## src/rtl/mem_ctrl_pkg.sv

```systemverilog
// rtl/mem_ctrl_pkg.sv - shared types and constants for the three-lane memory controller
package mem_ctrl_pkg;

   localparam int NUM_LANES           = 3;
   localparam int DEFAULT_DATA_LEN    = 16;
   localparam int DEFAULT_ADDRESS_LEN = 8;

   typedef enum logic [1:0] {
      IDLE  = 2'd0,
      ISSUE = 2'd1,
      WAIT  = 2'd2,
      RESP  = 2'd3
   } state_e;

endpackage

```

## src/rtl/mem_lane_fill.sv

```systemverilog
// rtl/mem_lane_fill.sv - copies the lowest enabled lane's address/data onto every disabled lane
module mem_lane_fill
   import mem_ctrl_pkg::*;
#(
   parameter int DATA_LEN    = DEFAULT_DATA_LEN,
   parameter int ADDRESS_LEN = DEFAULT_ADDRESS_LEN
) (
   input  logic [NUM_LANES-1:0]             mask_i,
   input  logic [NUM_LANES*ADDRESS_LEN-1:0] addr_i,
   input  logic [NUM_LANES*DATA_LEN-1:0]    wdata_i,
   output logic [NUM_LANES*ADDRESS_LEN-1:0] addr_o,
   output logic [NUM_LANES*DATA_LEN-1:0]    wdata_o
);

   logic [ADDRESS_LEN-1:0] fill_addr;
   logic [DATA_LEN-1:0]    fill_data;

   // Walk downwards so the lowest enabled lane is the last (winning) assignment.
   always_comb begin
      fill_addr = addr_i[(NUM_LANES-1)*ADDRESS_LEN +: ADDRESS_LEN];
      fill_data = wdata_i[(NUM_LANES-1)*DATA_LEN +: DATA_LEN];
      for (int i = NUM_LANES - 1; i >= 0; i--) begin
         if (mask_i[i]) begin
            fill_addr = addr_i[i*ADDRESS_LEN +: ADDRESS_LEN];
            fill_data = wdata_i[i*DATA_LEN +: DATA_LEN];
         end
      end
   end

   always_comb begin
      addr_o  = '0;
      wdata_o = '0;
      for (int i = 0; i < NUM_LANES; i++) begin
         addr_o[i*ADDRESS_LEN +: ADDRESS_LEN] = mask_i[i] ? addr_i[i*ADDRESS_LEN +: ADDRESS_LEN] : fill_addr;
         wdata_o[i*DATA_LEN +: DATA_LEN]      = mask_i[i] ? wdata_i[i*DATA_LEN +: DATA_LEN] : fill_data;
      end
   end

endmodule

```

## src/rtl/mem_ctrl.sv

```systemverilog
// rtl/mem_ctrl.sv - single-command controller driving a 3-port RAM; optional MEM_CTRL_COLLISION_CHECK_EN adds collision_err
module mem_ctrl
   import mem_ctrl_pkg::*;
#(
   parameter int DATA_LEN    = DEFAULT_DATA_LEN,
   parameter int ADDRESS_LEN = DEFAULT_ADDRESS_LEN
) (
   input  logic                             clk,
   input  logic                             rst_n,
   input  logic                             cmd_valid,
   output logic                             cmd_ready,
   input  logic                             cmd_write,
   input  logic [NUM_LANES-1:0]             cmd_mask,
   input  logic [NUM_LANES*ADDRESS_LEN-1:0] cmd_addr,
   input  logic [NUM_LANES*DATA_LEN-1:0]    cmd_wdata,
   output logic                             rsp_valid,
   input  logic                             rsp_ready,
   output logic [NUM_LANES*DATA_LEN-1:0]    rsp_data,
   output logic                             ram_read,
   output logic                             ram_write,
   output logic [NUM_LANES*ADDRESS_LEN-1:0] ram_address,
   output logic [NUM_LANES*DATA_LEN-1:0]    ram_data_in,
`ifdef MEM_CTRL_COLLISION_CHECK_EN
   output logic                             collision_err,
`endif
   input  logic [NUM_LANES*DATA_LEN-1:0]    ram_data_out
);

   localparam int AW = NUM_LANES * ADDRESS_LEN;
   localparam int DW = NUM_LANES * DATA_LEN;

   state_e               state_q, state_d;
   logic                 write_q;
   logic [NUM_LANES-1:0] mask_q;
   logic [AW-1:0]        addr_q, ram_addr_q, fill_addr;
   logic [DW-1:0]        wdata_q, ram_din_q, fill_wdata, rsp_data_q, rsp_data_d;
   logic                 handshake, issue_any;

   assign handshake = cmd_valid && (state_q == IDLE);
   assign issue_any = (state_q == ISSUE) && (|mask_q);

   mem_lane_fill #(
      .DATA_LEN    (DATA_LEN),
      .ADDRESS_LEN (ADDRESS_LEN)
   ) u_lane_fill (
      .mask_i  (mask_q),
      .addr_i  (addr_q),
      .wdata_i (wdata_q),
      .addr_o  (fill_addr),
      .wdata_o (fill_wdata)
   );

   always_ff @(posedge clk or negedge rst_n) begin
      if (!rst_n) state_q <= IDLE;
      else        state_q <= state_d;
   end

   always_comb begin
      state_d = state_q;
      case (state_q)
         IDLE:    if (cmd_valid) state_d = ISSUE;
         ISSUE:   state_d = write_q ? IDLE : WAIT;
         WAIT:    state_d = RESP;
         RESP:    if (rsp_ready) state_d = IDLE;
         default: state_d = IDLE;
      endcase
   end

   // RAM buses show the filled command only while issuing, otherwise the last issued value.
   always_comb begin
      cmd_ready   = (state_q == IDLE);
      rsp_valid   = (state_q == RESP);
      ram_read    = issue_any && !write_q;
      ram_write   = issue_any && write_q;
      ram_address = issue_any ? fill_addr : ram_addr_q;
      ram_data_in = (issue_any && write_q) ? fill_wdata : ram_din_q;
      rsp_data    = rsp_data_q;
   end

   always_comb begin
      rsp_data_d = '0;
      for (int i = 0; i < NUM_LANES; i++) begin
         if (mask_q[i]) rsp_data_d[i*DATA_LEN +: DATA_LEN] = ram_data_out[i*DATA_LEN +: DATA_LEN];
      end
   end

   always_ff @(posedge clk or negedge rst_n) begin
      if (!rst_n) begin
         write_q    <= 1'b0;
         mask_q     <= '0;
         addr_q     <= '0;
         wdata_q    <= '0;
         ram_addr_q <= '0;
         ram_din_q  <= '0;
         rsp_data_q <= '0;
      end else begin
         if (handshake) begin
            write_q <= cmd_write;
            mask_q  <= cmd_mask;
            addr_q  <= cmd_addr;
            wdata_q <= cmd_wdata;
         end
         if (issue_any) begin
            ram_addr_q <= fill_addr;
            if (write_q) ram_din_q <= fill_wdata;
         end
         if (state_q == WAIT) rsp_data_q <= rsp_data_d;
      end
   end

`ifdef MEM_CTRL_COLLISION_CHECK_EN
   always_comb begin
      collision_err = 1'b0;
      if (state_q == ISSUE && write_q) begin
         for (int i = 0; i < NUM_LANES; i++) begin
            for (int j = i + 1; j < NUM_LANES; j++) begin
               if (mask_q[i] && mask_q[j]
                   && addr_q[i*ADDRESS_LEN +: ADDRESS_LEN] == addr_q[j*ADDRESS_LEN +: ADDRESS_LEN]
                   && wdata_q[i*DATA_LEN +: DATA_LEN] != wdata_q[j*DATA_LEN +: DATA_LEN])
                  collision_err = 1'b1;
            end
         end
      end
   end
`endif

endmodule

```

## config.mk

```make
export PLATFORM = sky130hd
export DESIGN_NAME = mem_ctrl
export DESIGN_NICKNAME = d
export VERILOG_FILES = /design/src/rtl/mem_ctrl_pkg.sv /design/src/rtl/mem_lane_fill.sv /design/src/rtl/mem_ctrl.sv
export SDC_FILE = /design/constraint.sdc
export NUM_CORES = 1
export LEC_CHECK = 0
export ABC_AREA = 1
export CAP_MARGIN = 20
export CORE_UTILIZATION = 35
export DETAILED_ROUTE_END_ITERATION = 7
export SYNTH_ARGS = -nofsm -noshare
export SYNTH_HDL_FRONTEND = slang
export SYNTH_SLANG_ARGS = --single-unit
```

## constraint.sdc

```tcl
create_clock -name clk -period 2.27 [get_ports clk]
set_clock_uncertainty 0.2 [all_clocks]
set_input_delay 0.454 -clock clk [delete_from_list [all_inputs] [get_ports clk]]
set_output_delay 0.454 -clock clk [all_outputs]
set_load 0.01 [all_outputs]
```

==> flow_summary.json, run 1 <==
{
  "cts-buffers-inserted": 17,
  "initial_core_util_pct": 35.9,
  "p_seq_share_pct": 26.6,
  "grt_start_max_net_pins": 73,
  "detail_route.wl_per_cell_microns": 17.2,
  "die_x_microns": 163,
  "viasPerCell": 5.00,
  "final.hold.worst_slack_ns": 0.279,
  "grt_pass1_wl_microns": 49100,
  "worst_pin_slew_ns": 0.451,
  "leakage_uw": 0.00779,
  "grt_pass1_vias": 9027,
  "synth.yosys.warnings": 0,
  "whs_path_depth": 2,
  "layout_min_cycle_time_ns": 2.58,
  "post-synth-top-count-cell": "nand2_1",
  "sequential_fraction_of_the_synthesis_area_pct": 54.4,
  "complex_gate_fraction_of_the_synthesized_area_pct": 2.85,
  "worst-path-max-fanout": 6,
  "worst_slew_margin_relative_to_its_limit_pct": 69.9,
  "number_of_enable_type_register_cells_in_the_synthesized_netlist": 0,
  "clkTransAtPathRegs_ns": 0.07,
  "stdcell_area_sq_mm": 0.0148,
  "floorplan.core_area_sq_mm": 0.0254,
  "min-delay-path-class": "flop to flop",
  "drt_drc_violations_left": 0,
  "post-route-util_pct": 58.2,
  "placement.cell_area_sq_mm": 0.0126,
  "synth_top_flop_cell": "dfrtp_1",
  "final-setup-viol-count": 78,
  "num_rows": 58,
  "async_reset_ff_share_pct": 100,
  "synthesis.area_sq_mm": 0.00912,
  "outcome": "finished with violations",
  "maxClockFrequency_ghz": 0.387,
  "worstReg2RegStart": "mask_q[0]$_DFFE_PN0P_",
  "end_kind": "output port",
  "violations": "setup timing",
  "finalWeightedCongestion": 0.852,
  "crit_slowest_cell": "dfrtp_1",
  "worst-r2r-setup-slack_ns": -0.27,
  "finalNetCount": 1681,
  "grt_util_all_layers_pct": 24.0,
  "hpwlAfterDp_microns": 21500,
  "critical_path.reg2reg.endpoint": "ram_din_q[36]$_DFFE_PN0P_",
  "detail_route.iter0.violations": 807,
  "syn_area_per_cell_sq_um": 7.62,
  "timing.max_cap.violations": 0,
  "ant_nets": 0,
  "synth-adder-area-share_pct": 0,
  "switching_share_pct": 42.9,
  "router_iterations_before_antenna_repair": 5,
  "switch_pwr_uw": 9780,
  "synth_top_cell_by_area": "dfrtp_1",
  "timing.setup.tns_ns": -18.15,
  "worst_ir_drop_vdd_uv": 785,
  "layout-drive-gt1-share_pct": 28.7,
  "final.period_utilization_pct": 114,
  "report.power.total_uw": 22800,
  "synth.lib_cells_used.distinct": 17,
  "rr_worst_depth": 16,
  "drv_slew": 0,
  "crit_path_cell_trace": "nor2_4 -> nand2_4 -> nand3_4 -> buf_12 -> buf_8 -> buf_6 -> buf_6 -> nand2_4 -> nand2_2 -> buf_6",
  "cts_root_buffer": "clkbuf_16",
  "comb_power_share_pct": 60.6,
  "number_of_synthesized_register_bits": 198,
  "die_height_microns": 163,
  "arrival_ns": 1.93,
  "design.die.area_sq_mm": 0.0267,
  "power_density_normalized_to_cell_area_mw_per_mm2": 1540,
  "drt_wl_total_microns": 32700,
  "synth_xor_xnor_area_share_pct": 0,
  "finalHoldViolCount": 0,
  "number_of_port_buffers": 251,
  "cp_common_cell": "buf_6",
  "worst_path_largest_cell_delay_ns": 0.42,
  "cell_internal_pwr_uw": 13000,
  "cts_htree_levels": 4,
  "grt-ovfl-total": 0,
  "final_worst_slack_ns": -0.313,
  "synthCells": 1197,
  "grt_antenna_before_repair": 5,
  "routed-via-count": 9502,
  "yosys.area_share.simple_pct": 38.5,
  "pwr-share-clk_pct": 12.9,
  "clk-insertion-delay-late_ns": 0.44,
  "tritoncts_clock_tree": "yes",
  "io-pin-count": 252,
  "synthTopCellsByCount": "608 x nand2_1, 198 x dfrtp_1, 169 x nand3_1",
  "tritoncts_num_sinks": 198,
  "post_synth_main_area_contributors": "dfrtp_1 54%, nand2_1 25%, nand3_1 9.3%",
  "holdPathEnd": "ram_addr_q[19]$_DFF_PN0_",
  "hold_path.startpoint": "ram_addr_q[19]$_DFF_PN0_",
  "synth_top_area_share_pct": 54.4,
  "cts_max_path_buffers": 2,
  "synth_top_family_by_area": "simple AND/OR/NAND/NOR gates",
  "rsz0062_at_grt": "true",
  "synth_mux_area_share_pct": 0,
  "relative_area_change_from_synthesis_to_final_layout_pct": 62.1,
  "crit_required_ns": 1.62,
  "crit_path_start_kind": "flop",
  "postSynthNetCount": 1325,
  "critical_path_class": "flop to output port"
}
-- worst max path at each step --
| stage | startpoint | endpoint | slack, ns | cells past startpoint |
|---|---|---|---|---|
| 6_report | mask_q[0]$_DFFE_PN0P_ | ram_data_in[27] | -0.31 | 10 |
| 5_1_grt | mask_q[0]$_DFFE_PN0P_ | ram_data_in[30] | -0.39 | 10 |
| 4_1_cts | mask_q[1]$_DFFE_PN0P_ | ram_data_in[35] | -0.33 | 10 |
| 3_5_place_dp | mask_q[0]$_DFFE_PN0P_ | ram_data_in[20] | -0.25 | 8 |
| 3_3_place_gp | mask_q[0]$_DFFE_PN0P_ | ram_data_in[43] | -0.22 | 8 |
| 2_1_floorplan | mask_q[0]$_DFFE_PN0P_ | ram_data_in[37] | 0.31 | 8 |
-- power by group through the flow --
stage	clock network, uW	registers [uW]	logic, uW
floorplan	0	5910	5240
global placement	0	5940	10700
detailed placement	0	5970	10800
CTS	2990	5960	12300
global route	3130	6200	14900
finish	2940	6060	13800
-- flip-flops by register name, indices dropped and copies added (netlist names), named ones only --
signal	flops
addr_q	24
mask_q	3
ram_addr_q	24
ram_din_q	48
rsp_data	48
state_q	1
wdata_q	48
write_q	1
-- per-stage QoR --
step / instances / setup WS [ns]
after CTS: 1884 / -0.333
after detailed placement: 1793 / -0.248
after global placement: 1793 / -0.224
after global routing: 1899 / -0.389
final: 1899 / -0.313
after floorplan: 1197 / 0.312
-- worst max-delay path: cells and delay by family, from the launching register on --
family / cells / cell delay [ns]
buffers and inverters: 5 / 0.59
flip-flops: 1 / 0.42
AND/OR/NAND/NOR: 5 / 0.48
-- cell usage in the layout (no fill, tap or decap), types with 4 or more instances in the layout --
| cell | n |
|---|---|
| o21ai_1 | 4 |
| clkdlybuf4s50_1 | 175 |
| inv_6 | 4 |
| nand2_8 | 4 |
| nand3_2 | 26 |
| buf_2 | 29 |
| nand4_1 | 24 |
| nand3_1 | 142 |
| buf_6 | 75 |
| nand2_4 | 38 |
| clkinv_4 | 6 |
| nor2_2 | 7 |
| buf_12 | 17 |
| nand2_2 | 87 |
| nand2_1 | 479 |
| o21ai_0 | 44 |
| buf_8 | 4 |
| inv_8 | 4 |
| diode_2 | 4 |
| a21oi_1 | 4 |
| nor2_1 | 42 |
| nor2_4 | 10 |
| dfrtp_1 | 197 |
| buf_4 | 99 |
| clkbuf_16 | 23 |
-- cells by family after synthesis --
family | count (synthesis)
DFF | 198
AOI/OAI and AO/OA | 52
and+or+nand+nor | 860
buffers and inverters | 87
-- layer usage --
metal  track usage [%]  wire length, microns  vias up
met4              7.65                   682        2
met2              36.8                 15000      388
met3              4.55                  2130       57
met1              34.0                 14900     4513
li1                  -                     -     4542
met5                 0                    15        -
-- layout make-up --
class / count / area, sq um
Clock buffer: 19 / 443
Tap cell: 330 / 413
Multi-Input combinational cell: 912 / 4560
Timing Repair Buffer: 415 / 4230
Inverter: 9 / 47.5
Fill cell: 2235 / 10600
Antenna cell: 4 / 10.0
Sequential cell: 198 / 4960
Clock inverter: 12 / 113
-- timing repair --
action,4_1_cts,5_1_grt
hold buffers,1,0
endpoints found under the setup margin,76,79
pin swaps,46,46
cloned,9,6
resized for setup,459,169
endpoints found under the hold margin,42,0
buffers inserted,50,11
Note: power is estimated with default switching activity, not from simulation.
==> run 2: changes to the inputs <==
--- a/config.mk
+++ b/config.mk
@@ -7,6 +7,7 @@
 export LEC_CHECK = 0
 export ABC_AREA = 1
 export CAP_MARGIN = 20
+export CORE_ASPECT_RATIO = 1.1
 export CORE_UTILIZATION = 35
 export DETAILED_ROUTE_END_ITERATION = 7
 export SYNTH_ARGS = -nofsm -noshare
==> flow_summary.json, run 2 (same netlist as run 1, synthesis figures left out) <==
{
  "final-setup-viol-count": 76,
  "final_worst_slack_ns": -0.330,
  "layout-drive-gt1-share_pct": 33.4,
  "cts-buffers-inserted": 17,
  "finalNetCount": 1674,
  "number_of_port_buffers": 251,
  "worst_path_largest_cell_delay_ns": 0.44,
  "hold_path.startpoint": "cmd_valid",
  "final.period_utilization_pct": 115,
  "cts_htree_levels": 4,
  "worstReg2RegStart": "state_q[0]$_DFFE_PN0P_",
  "router_iterations_before_antenna_repair": 6,
  "crit_required_ns": 1.62,
  "drt_drc_violations_left": 0,
  "floorplan.core_area_sq_mm": 0.0254,
  "design.die.area_sq_mm": 0.0267,
  "num_rows": 61,
  "crit_path_cell_trace": "nor2_4 -> nand2_4 -> buf_6 -> nand2_8 -> buf_12 -> buf_6 -> nor2_2 -> nand2_1 -> nand2_2 -> buf_6",
  "worst_pin_slew_ns": 0.585,
  "leakage_uw": 0.00790,
  "hpwlAfterDp_microns": 21100,
  "grt_start_max_net_pins": 69,
  "finalHoldViolCount": 0,
  "crit_path_start_kind": "flop",
  "grt_antenna_before_repair": 1,
  "cp_common_cell": "buf_6",
  "critical_path.reg2reg.endpoint": "wdata_q[45]$_DFFE_PN0P_",
  "timing.setup.tns_ns": -19.69,
  "detail_route.wl_per_cell_microns": 17.3,
  "timing.max_cap.violations": 0,
  "die_x_microns": 156,
  "whs_path_depth": 3,
  "post-route-util_pct": 59.9,
  "arrival_ns": 1.95,
  "grt_util_all_layers_pct": 23.9,
  "rr_worst_depth": 6,
  "worst_slew_margin_relative_to_its_limit_pct": 61.0,
  "power_density_normalized_to_cell_area_mw_per_mm2": 1570,
  "place_worst_setup_slack_ns": -0.235,
  "grt_pass1_vias": 8956,
  "drv_slew": 0,
  "cts_root_buffer": "clkbuf_16",
  "worst-r2r-setup-slack_ns": 0.14,
  "tritoncts_num_sinks": 198,
  "worst_ir_drop_vdd_uv": 729,
  "worst-path-buf-inv": 4,
  "timing.critical_path.max_delay_family": "simple AND/OR/NAND/NOR gates",
  "holdPathEnd": "state_q[0]$_DFFE_PN0P_",
  "initial_core_util_pct": 35.9,
  "critical_path_class": "flop to output port",
  "clk-insertion-delay-late_ns": 0.44,
  "ant_nets": 0,
  "final_common_cell": "nand2_1",
  "end_kind": "output port",
  "rsz0062_at_grt": "true",
  "finalWeightedCongestion": 0.853,
  "crit_slowest_cell": "dfrtp_2",
  "relative_area_change_from_synthesis_to_final_layout_pct": 67.0,
  "cts_max_path_buffers": 2,
  "tritoncts_clock_tree": "yes",
  "worst-path-max-fanout": 7,
  "maxClockFrequency_ghz": 0.385,
  "grt-ovfl-total": 0,
  "min-delay-path-class": "primary input to flop",
  "clkTransAtPathRegs_ns": 0.07,
  "detail_route.iter0.violations": 863,
  "grt_pass1_wl_microns": 49100,
  "viasPerCell": 5.07,
  "layout_min_cycle_time_ns": 2.60,
  "commonest_cells_after_routing_fill_and_taps_aside": "388 x nand2_1, 196 x dfrtp_1, 175 x clkdlybuf4s50_1, 162 x nand3_1, 149 x nand2_2",
  "violations": "setup timing",
  "routed-via-count": 9662,
  "outcome": "finished with violations",
  "drt_wl_total_microns": 32900,
  "io-pin-count": 252,
  "die_height_microns": 171
}
-- run 2: cell count changes in the layout (fill, tap and decap cells not counted), moves of 6 or more --
cell | previous run | this run
buf_2 | 29 | 11
buf_4 | 99 | 89
buf_6 | 75 | 90
nand2_1 | 479 | 388
nand2_2 | 87 | 149
nand2_4 | 38 | 70
nand3_1 | 142 | 162
nand3_2 | 26 | 6
nor2_1 | 42 | 34
nor2_4 | 10 | 16
-- run 2: worst max-delay path by stage --
stage,start,cells after the start,to
CTS,state_q[0]$_DFFE_PN0P_,4,rsp_valid
global route,mask_q[0]$_DFFE_PN0P_,10,ram_address[23]
detailed placement,mask_q[1]$_DFFE_PN0P_,8,ram_address[15]
finish,mask_q[0]$_DFFE_PN0P_,10,ram_address[23]
floorplan,mask_q[0]$_DFFE_PN0P_,8,ram_data_in[37]
global placement,mask_q[1]$_DFFE_PN0P_,8,ram_address[15]
-- run 2: metal layers --
layer	routed length (microns)	vias to the layer above	GRT usage, %	share of wire (%)
li1	-	4530	-	-
met1	14400	4647	33.2	44
met2	15200	420	37.3	46
met3	2290	65	4.38	6.9
met4	993	0	8.14	3.0
met5	0	-	0	0
-- run 2: final cells by class --
class,count,area [sq um]
well taps,346,433
clock inverters,14,139
repair inverters,1,16.3
clock buffers,18,429
fillers,2168,10200
repair buffers,407,4330
multi-input cells,912,4860
diodes,1,2.50
flip-flops and latches,198,4960
inverters,9,58.8
-- run 2: per-stage QoR --
stage	power [uW]	cells	hold slack, ns	instance area [sq um]
finish	24000	1906	0.178	15200
global route	25400	1906	0.191	15200
CTS	21100	1876	0.163	13900
detailed placement	16700	1795	0.196	12500
global placement	16600	1795	0.202	12500
floorplan	11200	1197	-0.0416	9120
-- run 2: power breakdown --
group          switching, uW  internal, uW  total [uW]
logic                   7780          7060       14800
clock network           1500          1460        2960
registers               1080          5090        6170
total                  10400         13600       24000
-- run 2: tightest hold or removal path, stage by stage --
cell and delay [ns]:
buf_2 0.18, nand2_1 0.09, nand2_1 0.05
-- run 2: repair_timing --
item                       CTS  global route
hold buffers                 1             0
gates resized for setup    484           298
setup endpoints to repair   76            78
setup buffers               44            31
hold endpoints to repair    31             0
gates cloned                 5             7
pin swaps                   38            78
